## src/rtl/order_say_source.sv

```systemverilog
// order_say_source
//   Initiator for the request_say method interface. A run is programmed with
//   base/step/count through the start method, then count say calls are issued
//   with va = base + i*step (modulo 2^WIDTH), honouring the responder's
//   request_say__RDY backpressure. After each accepted call, GAP idle cycles
//   follow. When the run ends, the done method reports how many calls were
//   accepted and how many ISSUE cycles stalled on backpressure.
//
// Ports
//   CLK, nRST          clock (posedge) and asynchronous active-low reset
//   start__ENA/RDY     start method; start_base, start_step, start_count payload
//   abort__ENA/RDY     end the current run early
//   request_say__ENA   say call, request_say_va payload, request_say__RDY input
//   done__ENA/RDY      run report; done_issued, done_stalls payload
//   dbg_state_o        current FSM state (IDLE=0, ISSUE=1, GAPW=2, DONE=3)
//
// Handshake semantics: every method transfers in the cycle where its __ENA is
// high. The initiator side raises __ENA only while the matching __RDY is high,
// and nothing is held or retried. For request_say, ENA is computed from RDY in
// the same cycle, so a call is issued exactly when the responder can take it.
module order_say_source #(
  parameter int WIDTH = 32,
  parameter int CNT_W = 16,
  parameter int GAP   = 1
) (
  input  logic             CLK,
  input  logic             nRST,
  input  logic             start__ENA,
  input  logic [WIDTH-1:0] start_base,
  input  logic [WIDTH-1:0] start_step,
  input  logic [CNT_W-1:0] start_count,
  output logic             start__RDY,
  input  logic             abort__ENA,
  output logic             abort__RDY,
  output logic             request_say__ENA,
  output logic [WIDTH-1:0] request_say_va,
  input  logic             request_say__RDY,
  output logic             done__ENA,
  output logic [CNT_W-1:0] done_issued,
  output logic [CNT_W-1:0] done_stalls,
  input  logic             done__RDY,
  output logic [1:0]       dbg_state_o
);

  localparam int GAP_W = (GAP < 2) ? 1 : $clog2(GAP + 1);
  localparam logic [GAP_W-1:0] GAP_LOAD  = GAP_W'(GAP);
  localparam logic [CNT_W-1:0] STALL_MAX = '1;

  typedef enum logic [1:0] {
    S_IDLE  = 2'd0,
    S_ISSUE = 2'd1,
    S_GAPW  = 2'd2,
    S_DONE  = 2'd3
  } state_e;

  state_e           state_q, state_d;
  logic [WIDTH-1:0] va_q, va_d;
  logic [WIDTH-1:0] step_q, step_d;
  logic [CNT_W-1:0] remaining_q, remaining_d;
  logic [CNT_W-1:0] issued_q, issued_d;
  logic [CNT_W-1:0] stalls_q, stalls_d;
  logic [GAP_W-1:0] gap_cnt_q, gap_cnt_d;

  logic fire;
  logic last_call;
  logic in_run;

  assign fire      = (state_q == S_ISSUE) && request_say__RDY;
  assign last_call = (remaining_q == CNT_W'(1));
  assign in_run    = (state_q == S_ISSUE) || (state_q == S_GAPW);

  // State register
  always_ff @(posedge CLK or negedge nRST) begin
    if (!nRST) begin
      state_q <= S_IDLE;
    end else begin
      state_q <= state_d;
    end
  end

  // Next-state logic
  always_comb begin
    state_d = state_q;
    case (state_q)
      S_IDLE: begin
        if (start__ENA) begin
          state_d = (start_count == '0) ? S_DONE : S_ISSUE;
        end
      end
      S_ISSUE: begin
        if (fire) begin
          if (last_call) begin
            state_d = S_DONE;
          end else if (GAP == 0) begin
            state_d = S_ISSUE;
          end else begin
            state_d = S_GAPW;
          end
        end
      end
      S_GAPW: begin
        if (gap_cnt_q == GAP_W'(1)) begin
          state_d = S_ISSUE;
        end
      end
      S_DONE: begin
        if (done__RDY) begin
          state_d = S_IDLE;
        end
      end
      default: state_d = S_IDLE;
    endcase
    // Abort wins over every other transition while a run is active.
    if (abort__ENA && in_run) begin
      state_d = S_DONE;
    end
  end

  // Output logic
  always_comb begin
    start__RDY       = (state_q == S_IDLE);
    abort__RDY       = in_run;
    request_say__ENA = fire;
    request_say_va   = va_q;
    done__ENA        = (state_q == S_DONE);
    done_issued      = issued_q;
    done_stalls      = stalls_q;
    dbg_state_o      = state_q;
  end

  // Datapath next-state. A fire in the abort cycle still advances va and
  // issued, because the call did complete.
  always_comb begin
    va_d        = va_q;
    step_d      = step_q;
    remaining_d = remaining_q;
    issued_d    = issued_q;
    stalls_d    = stalls_q;
    gap_cnt_d   = gap_cnt_q;
    case (state_q)
      S_IDLE: begin
        if (start__ENA) begin
          va_d        = start_base;
          step_d      = start_step;
          remaining_d = start_count;
          issued_d    = '0;
          stalls_d    = '0;
        end
      end
      S_ISSUE: begin
        if (fire) begin
          va_d        = va_q + step_q;
          remaining_d = remaining_q - CNT_W'(1);
          issued_d    = issued_q + CNT_W'(1);
          gap_cnt_d   = GAP_LOAD;
        end else if (stalls_q != STALL_MAX) begin
          stalls_d = stalls_q + CNT_W'(1);
        end
      end
      S_GAPW: begin
        gap_cnt_d = gap_cnt_q - GAP_W'(1);
      end
      default: ;
    endcase
  end

  // Datapath registers
  always_ff @(posedge CLK or negedge nRST) begin
    if (!nRST) begin
      va_q        <= '0;
      step_q      <= '0;
      remaining_q <= '0;
      issued_q    <= '0;
      stalls_q    <= '0;
      gap_cnt_q   <= '0;
    end else begin
      va_q        <= va_d;
      step_q      <= step_d;
      remaining_q <= remaining_d;
      issued_q    <= issued_d;
      stalls_q    <= stalls_d;
      gap_cnt_q   <= gap_cnt_d;
    end
  end

endmodule

```

## config.mk

```make
export PLATFORM = sky130hd
export DESIGN_NAME = order_say_source
export DESIGN_NICKNAME = d
export VERILOG_FILES = /design/src/rtl/order_say_source.sv
export SDC_FILE = /design/constraint.sdc
export NUM_CORES = 1
export LEC_CHECK = 0
export BUFFER_PORTS_ARGS = -buffer_cell sky130_fd_sc_hd__buf_2
export CORE_ASPECT_RATIO = 1.2
export CORE_MARGIN = 2
export CORE_UTILIZATION = 55
export DETAILED_ROUTE_END_ITERATION = 16
export GPL_ROUTABILITY_DRIVEN = 0
export PLACE_DENSITY = 0.82
export SLEW_MARGIN = 25
export SYNTH_ARGS = -nofsm -noshare
export SYNTH_HDL_FRONTEND = slang
export SYNTH_SLANG_ARGS = --single-unit
```

## constraint.sdc

```tcl
create_clock -name CLK -period 3.9 [get_ports CLK]
set_clock_uncertainty 0.2 [all_clocks]
set_input_delay 0.195 -clock CLK [delete_from_list [all_inputs] [get_ports CLK]]
set_output_delay 0.195 -clock CLK [all_outputs]
set_load 0.1 [all_outputs]
```

==> flow_summary.json, run 1 <==
{
  "synthArstFlopShare_pct": 100,
  "hpwlAfterDp_mm": 12.6,
  "synth_top_family_by_area": "compound AO/OA/AOI/OAI gates",
  "syn_avg_cell_area_sq_um": 9.24,
  "final.min_clock_period_ns": 3.33,
  "final_nets": 1131,
  "hp-class": "in -> reg",
  "core-area_sq_mm": 0.0127,
  "rrSetupSlack_ns": 0.57,
  "htree_levels": 4,
  "synth_xor_area_share_pct": 5.88,
  "ys_seq_elements": 115,
  "nFillCells": 915,
  "fp.dieArea_sq_mm": 0.0139,
  "setup.worst_path.class": "reg -> reg",
  "drv_cap": 0,
  "io_pins": 156,
  "wl_met1_mm": 8.23,
  "synthCells": 773,
  "die_y_um": 129,
  "timing.rr.start": "request_say_va[0]",
  "numClockSinks": 115,
  "synth_area_sq_mm": 0.00714,
  "clk_latency_ns": 0.41,
  "cts_buffers": 17,
  "fin_crit_sh_pct": 85.4,
  "overflow": 0,
  "fmax_ghz": 0.300,
  "fin_hold_ws_ns": 0.115,
  "wl_per_cell_um": 17.8,
  "synth_fa_ha_area_share_pct": 7.11,
  "cts_setup_buffers": 0,
  "drt-initial-drc-count": 452,
  "crit_fanout": 3,
  "route.detailed.drc": 0,
  "slew_headroom_pct": 48.2,
  "die_x_um": 108,
  "synth_compound_area_share_pct": 17.7,
  "drv_slew": 0,
  "vias": 6956,
  "synthSimpleGateAreaFrac_pct": 17.5,
  "yosysSeqAreaShare_pct": 40.3,
  "synth_top_area_cell": "dfrtp_1",
  "synth_top_area_share_pct": 40.3,
  "wl_mm": 21.1,
  "grt_max_degree": 67,
  "syn_to_final_growth_pct": 33.4,
  "synthFlopType": "dfrtp_1",
  "status": "finished clean",
  "final_util_pct": 75.2,
  "hp-start": "start__ENA",
  "clk_pin_slew_ns": 0.05,
  "synth_edf_count": 0,
  "highest_layer": "met4",
  "cts_tree": "done",
  "tightest_slew_ns": 0.775,
  "grt_pass1_wl_mm": 34.2,
  "holdPathEnd": "done_issued[1]",
  "vias_per_cell": 5.88,
  "cts_root_buffer": "clkbuf_16",
  "multi_input_area_sq_mm": 0.00402,
  "synth_nets": 899,
  "core.rowCount": 45,
  "synth_mux_area_share_pct": 7.85,
  "cts_buffer_depth": 2,
  "ff2ff_path_depth": 11,
  "hold_path_depth": 4,
  "setup_viol": 0,
  "required_ns": 3.99,
  "finalHoldViolCount": 0,
  "tns_ns": 0,
  "final-seq-area_sq_mm": 0.00288,
  "synth.distinct_cells": 63,
  "r2r_end": "request_say_va[28]",
  "wl_met3_mm": 1.30,
  "rsz0062_at_grt": "no",
  "dpl.cell_count": 1067,
  "critPathLaunchType": "register",
  "drtAntennaViolNets": 0,
  "synthTopCellsByCount": "dfrtp_1, a21oi_1, nand2_1, nor2_1, o21ai_0",
  "crit_path_end_kind": "register",
  "port_buffers": 155,
  "diodes": 0,
  "drive_gt1_share_pct": 24.0,
  "grt_usage_pct": 31.3,
  "wl_met2_mm": 10.7,
  "dr.pass1.iters": 5,
  "synth_most_common_cell": "dfrtp_1",
  "initial_core_util_pct": 56.4,
  "yosys-top-cells-area": "dfrtp_1, ha_1, a21oi_1, mux2_2, nand2_1",
  "stdcell_count": 1182,
  "grt_pass1_vias": 7078,
  "antenna_found_initial": 0,
  "cts_resized": 0,
  "yosysWarnings": 0,
  "worstPathArrival_ns": 3.42
}
==> per-stage QoR <==
stage / cell area, sq um / setup slack (ns)
floorplan: 7140 / 0.166
detailed placement: 8020 / 0.728
global route: 9530 / 0.488
CTS: 9530 / 0.633
global placement: 8020 / 0.808
finish: 9530 / 0.569
==> layout by cell type, fill, tap and decap left out, types with 4 or more instances in the layout <==
master / n
a21o_1: 10
a21oi_1: 82
and3_1: 18
buf_2: 154
buf_4: 8
bufinv_16: 6
clkbuf_16: 17
clkbuf_8: 4
dfrtp_1: 115
dlygate4sd3_1: 83
ha_1: 38
inv_1: 17
mux2_2: 32
mux2i_1: 20
nand2_1: 76
nand2b_1: 10
nand3_1: 25
nand4_1: 17
nor2_1: 66
nor2b_1: 7
nor3_1: 9
nor4_1: 6
o21ai_0: 56
o21ai_1: 7
o21bai_1: 6
o22ai_1: 10
or3_1: 8
xnor2_1: 20
xor2_1: 28
==> kinds of logic (layout without fill, tap and decap cells) <==
kind of cell	Yosys count	in the layout
compound gates	209	209
xor+xnor	48	48
fa+ha+maj	40	40
buf+inv	51	296
flops	115	115
mux	52	52
simple gates	258	258
==> registers in the layout (all words and copies together) (netlist names) <==
name,cells
done_stalls,16
dbg_state_o,2
gap_cnt_q,1
done_issued,16
remaining_q,16
step_q,32
request_say_va,32
==> what timing repair did <==
item	4_1_cts	5_1_grt
endpoints found under the setup margin	0	0
hold buffers	83	0
hold endpoints to repair	132	0
==> routing by layer <==
layer	GRT usage [%]	vias up
met1	35.6	3308
met5	0	-
met3	6.13	88
met2	55.7	314
li1	-	3246
met4	15.5	0
==> final cells by class <==
cell class / instances / share of cell area, %
clock buffer: 23 / 5.12
clock inverter: 9 / 2.07
inverter: 18 / 0.709
multi-input combinational: 607 / 42.1
sequential: 115 / 30.2
tap: 164 / 2.15
timing repair buffer: 246 / 17.6
==> critical path, cell delays in order (launching register included) <==
cell and delay, ns:
dfrtp_1 0.39, ha_1 0.24, fa_1 0.41, a21oi_1 0.19, o21ai_0 0.18, a211oi_2 0.39, o21ai_1 0.23, a21oi_2 0.23
o21ai_1 0.17, a211oi_2 0.30, xor2_1 0.21, o21ai_1 0.08
==> how the worst max path moves through the flow <==
stage,startpoint,endpoint,slack [ns],cells past startpoint
floorplan,dbg_state_o[0],done_issued[13],0.17,12
global placement,request_say_va[0],request_say_va[28],0.81,11
detailed placement,request_say_va[0],request_say_va[28],0.73,11
CTS,request_say_va[0],request_say_va[28],0.63,11
global route,request_say_va[0],request_say_va[28],0.49,11
finish,request_say_va[0],request_say_va[28],0.57,11
Power of run 1 is left out: the tool's default activity adds up to more than one toggle a clock period on the data nets, which glitch-free logic cannot reach.
==> run 2: changes to the inputs <==
CELL_PAD_IN_SITES_DETAIL_PLACEMENT = 1   (was not set)
CELL_PAD_IN_SITES_GLOBAL_PLACEMENT = 2   (was not set)
CORE_UTILIZATION = 33   (was 55)
PLACE_DENSITY = 0.81   (was 0.82)
==> run 2 against run 1 <==
Routed wire length up 7.5%. Worst hold slack better by 0.017 ns. Critical endpoint unchanged. Count of clock-buffer cells in the layout unchanged. Via count down 3.0%. Core utilization down 30 points. Die area up 64%. First-iteration DRC count down 38%. Non-clock buffer count up 1. Final cell count up 9.1%. Critical path depth up 1. Register-to-register slack better by 0.20 ns. Sequential cell count unchanged.
==> flow_summary.json, run 2 (synthesis gave the netlist of run 1 again) <==
{
  "clk_pin_slew_ns": 0.06,
  "final.min_clock_period_ns": 3.13,
  "finalHoldViolCount": 0,
  "initial_core_util_pct": 33.8,
  "cts_tree": "done",
  "grt_max_degree": 61,
  "drv_slew": 0,
  "wl_met3_um": 862,
  "wl_met1_mm": 9.97,
  "cts_buffer_depth": 2,
  "dpl.cell_count": 1174,
  "hpwlAfterDp_mm": 15.6,
  "required_ns": 4.00,
  "fin_hold_ws_ns": 0.132,
  "htree_levels": 4,
  "critPathSlowestCell": "fa_1",
  "grt_usage_pct": 20.5,
  "final_common_cell": "buf_2",
  "hp-class": "in -> reg",
  "route.detailed.drc": 0,
  "tns_ns": 0,
  "status": "finished clean",
  "overflow": 0,
  "clk_latency_ns": 0.42,
  "fin_crit_sh_pct": 80.3,
  "diodes": 0,
  "drv_cap": 0,
  "die_x_um": 138,
  "crit_fanout": 3,
  "die_y_um": 165,
  "fmax_ghz": 0.319,
  "vias": 6744,
  "fp.dieArea_sq_mm": 0.0228,
  "multi_input_area_sq_mm": 0.00402,
  "rrSetupSlack_ns": 0.77,
  "antenna_found_initial": 0,
  "placed_cell_area_sq_mm": 0.00816,
  "crit_path_end_kind": "register",
  "slew_headroom_pct": 42.1,
  "drt-initial-drc-count": 282,
  "io_pins": 156,
  "final_nets": 1132,
  "worstPathArrival_ns": 3.23,
  "drive_gt1_share_pct": 24.0,
  "cts_buffers": 17,
  "cts_resized": 0,
  "setup_viol": 0,
  "core-area_sq_mm": 0.0211,
  "port_buffers": 155,
  "cts_root_buffer": "clkbuf_16",
  "rsz0062_at_grt": "no",
  "numClockSinks": 115,
  "grt_pass1_vias": 7224,
  "nFillCells": 2513,
  "cp_common_cell": "o21ai_1",
  "max_stage_delay_ns": 0.41,
  "final-seq-area_sq_mm": 0.00288,
  "core.rowCount": 58,
  "stdcell_count": 1289,
  "highest_layer": "met4",
  "layout_common_cells": "buf_2, dfrtp_1, dlygate4sd3_1",
  "wl_per_cell_um": 17.6,
  "wl_mm": 22.7,
  "grt_pass1_wl_mm": 37.8,
  "stdcell_area_sq_mm": 0.00960,
  "wl_met2_mm": 11.5,
  "crit_chain": "ha_1 -> fa_1 -> a21oi_1 -> o21ai_0 -> a211oi_2 -> buf_4 -> o21ai_1 -> a21oi_2 -> o21ai_1 -> a211oi_2 -> xor2_1 -> o21ai_1",
  "setup.worst_path.class": "reg -> reg",
  "critPathLaunchType": "register",
  "dr.pass1.iters": 4,
  "drtAntennaViolNets": 0,
  "syn_to_final_growth_pct": 34.4,
  "tightest_slew_ns": 0.868,
  "vias_per_cell": 5.23
}
## run 2: path summary, 6_finish.rpt
check,start,endpoint,depth (start not counted)
min in group asynchronous,nRST,done_stalls[7],2
hold reg to reg,step_q[3],step_q[3],1
hold / removal,start__ENA,done_issued[1],4
max in group asynchronous,nRST,step_q[17],3
setup / recovery,request_say_va[0],request_say_va[28],12
setup reg to reg,request_say_va[0],request_say_va[28],12
## run 2: through the flow
step / util [%] / worst slack (ns)
after floorplan: - / 0.166
after global placement: 38.7 / 0.849
after detailed placement: 38.7 / 0.774
after CTS: 45.5 / 0.728
after global routing: 45.5 / 0.531
final: 45.5 / 0.767
## run 2: final cells by class
cell class / instances / share of cell area (%)
multi-input combinational: 607 / 41.9
tap: 270 / 3.52
inverter: 18 / 0.704
clock inverter: 9 / 1.33
clock buffer: 23 / 4.98
timing repair buffer: 247 / 17.6
sequential: 115 / 30.0
## run 2: metal layers
layer | vias up | track usage, %
li1 | 3241 | -
met3 | 23 | 4.35
met5 | - | 0
met2 | 150 | 36.5
met1 | 3330 | 25.4
met4 | 0 | 5.29
## run 2: worst max-delay path, delay by kind of cell (launching register included)
family | cells | cell delay (ns)
flops | 1 | 0.39
buf+inv | 1 | 0.16
compound gates | 8 | 1.46
xor+xnor | 1 | 0.17
fa+ha+maj | 2 | 0.64
## run 2: timing repair
| item | in CTS | in global routing |
|---|---|---|
| hold buffers | 83 | 0 |
| endpoints found under the hold margin | 142 | 0 |
| setup endpoints to repair | 0 | 0 |
| buffers inserted | 0 | 0 |
Power of run 2 is left out for the same reason.
==> run 3: changes to the inputs <==
clock period = 3.1 ns   (was 3.9 ns; I/O delays follow)
==> run 3 against run 2 <==
Sequential share of layout area fell by 0.40 points. Final cell count rose by 1.1%. Maximum frequency rose by 4.6%. Non-clock buffer count rose by 13. Routed wire length rose by 1.8%. Count of clock-buffer cells in the layout fell by 6. Die area did not move. First-iteration DRC count fell by 8.9%. Setup slack got worse by 0.66 ns. Critical path depth did not move. Register-to-register slack got worse by 0.66 ns. Global-route usage barely moved. Largest cell class unchanged. Highest routed layer unchanged.
==> flow_summary.json, run 3 (synthesis gave the netlist of run 1 again) <==
{
  "drtAntennaViolNets": 0,
  "hp-class": "in -> reg",
  "drv_cap": 0,
  "stdcell_area_sq_mm": 0.00979,
  "layout_common_cells": "buf_2, dfrtp_1, dlygate4sd3_1",
  "port_buffers": 155,
  "fin_crit_sh_pct": 96.6,
  "final.min_clock_period_ns": 3.00,
  "required_ns": 3.24,
  "holdPathEnd": "done_issued[1]",
  "cts_buffers": 17,
  "crit_fanout": 2,
  "wl_mm": 23.1,
  "wl_per_cell_um": 17.7,
  "clk_pin_slew_ns": 0.06,
  "drv_slew": 0,
  "nFillCells": 2457,
  "drive_gt1_share_pct": 27.2,
  "crit_path_end_kind": "register",
  "fmax_ghz": 0.334,
  "setup_viol": 0,
  "setup.worst_path.class": "reg -> reg",
  "multi_input_area_sq_mm": 0.00406,
  "grt_pass1_wl_mm": 37.6,
  "max_stage_delay_ns": 0.47,
  "core-area_sq_mm": 0.0211,
  "timing.rr.start": "request_say_va[0]",
  "numClockSinks": 115,
  "critPathLaunchType": "register",
  "final-seq-area_sq_mm": 0.00290,
  "clk_latency_ns": 0.42,
  "grt_usage_pct": 20.5,
  "overflow": 0,
  "fin_ws_ns": 0.104,
  "vias": 6775,
  "crit_chain": "ha_1 -> fa_2 -> a21oi_2 -> o21ai_1 -> a211oi_2 -> buf_4 -> o21ai_1 -> buf_4 -> a21oi_1 -> xnor2_1 -> nand2_1 -> a21oi_1",
  "die_y_um": 165,
  "status": "finished clean",
  "finalHoldViolCount": 0,
  "cts_tree": "done",
  "grt_pass1_vias": 7267,
  "final_common_cell": "buf_2",
  "critPathSlowestCell": "dfrtp_4",
  "antenna_found_initial": 1,
  "slew_headroom_pct": 61.6,
  "initial_core_util_pct": 33.8,
  "placed_cell_area_sq_mm": 0.00830,
  "io_pins": 156,
  "r2r_end": "request_say_va[22]",
  "route.detailed.drc": 0,
  "cts_buffer_depth": 2,
  "hp-start": "start__ENA",
  "hpwlAfterDp_mm": 16.1,
  "dr.pass1.iters": 4,
  "ff2ff_path_depth": 12,
  "place_ws_ns": -0.0569,
  "cts_root_buffer": "clkbuf_16",
  "drt-initial-drc-count": 257,
  "core.rowCount": 58,
  "rrSetupSlack_ns": 0.10,
  "worstPathArrival_ns": 3.14,
  "syn_to_final_growth_pct": 37.1,
  "hold_path_depth": 4,
  "vias_per_cell": 5.20,
  "htree_levels": 4,
  "grt_max_degree": 76,
  "tightest_slew_ns": 0.575,
  "fp.dieArea_sq_mm": 0.0228,
  "die_x_um": 138,
  "final_nets": 1145
}
run 3: cell types whose count changed in the layout (fill, tap and decap cells not counted), moves of 2 or more:
cell	before	now
dfrtp_1	115	102
clkinv_4	0	3
ha_1	38	36
clkbuf_8	3	0
clkbuf_1	3	0
dfrtp_2	0	12
inv_6	0	3
buf_4	9	21
run 3: worst max-delay path: cells and delay by family (launching register included):
| family | cells | cell delay, ns |
|---|---|---|
| XOR/XNOR | 1 | 0.15 |
| flip-flops | 1 | 0.47 |
| AND/OR/NAND/NOR | 1 | 0.07 |
| AO/OA/AOI/OAI | 6 | 1.07 |
| adder cells (fa/ha/maj) | 2 | 0.61 |
| buffers and inverters | 2 | 0.35 |
run 3: area by class of cell:
type                            count  area share, %
Antenna cell                        1         0.0255
Inverter                           18          0.690
Timing Repair Buffer              260           18.4
Clock inverter                     15           2.10
Clock buffer                       17           4.34
Tap cell                          270           3.45
Multi-Input combinational cell    607           41.5
Sequential cell                   115           29.6
run 3: metrics by stage:
stage | setup TNS (ns) | utilization [%] | cells | hold WS (ns)
after floorplan | 0 | - | 773 | -0.341
after global placement | 0 | 39.3 | 1186 | -0.00982
after detailed placement | -0.0569 | 39.3 | 1186 | -0.00418
after CTS | 0 | 46.2 | 1301 | 0.0889
after global routing | -0.00857 | 46.4 | 1303 | 0.162
final | 0 | 46.4 | 1303 | 0.121
run 3: how the worst max path moves through the flow:
stage | from | end | slack (ns) | depth (start not counted)
global route | request_say_va[0] | request_say_va[30] | -0.008 | 12
detailed placement | request_say_va[0] | request_say_va[28] | -0.06 | 11
CTS | request_say_va[0] | request_say_va[28] | 0.02 | 11
global placement | request_say_va[0] | request_say_va[28] | 0.04 | 11
finish | request_say_va[0] | request_say_va[22] | 0.10 | 12
floorplan | dbg_state_o[0] | done_issued[13] | 0.01 | 12
run 3: what timing repair did:
action	4_1_cts	5_1_grt
gates resized for setup	3	4
setup buffers	0	1
cloned	0	0
endpoints found under the hold margin	125	0
hold buffers	83	0
setup endpoints to repair	1	7
pin swaps	2	1
run 3: layer usage:
layer / vias up / global-route usage, % / wire, um
met5: - / 0 / 0
met4: 0 / 5.01 / 218
met3: 17 / 3.95 / 750
met2: 139 / 37.5 / 11900
met1: 3353 / 24.9 / 10200
li1: 3266 / - / -
Power of run 3 is left out for the same reason.
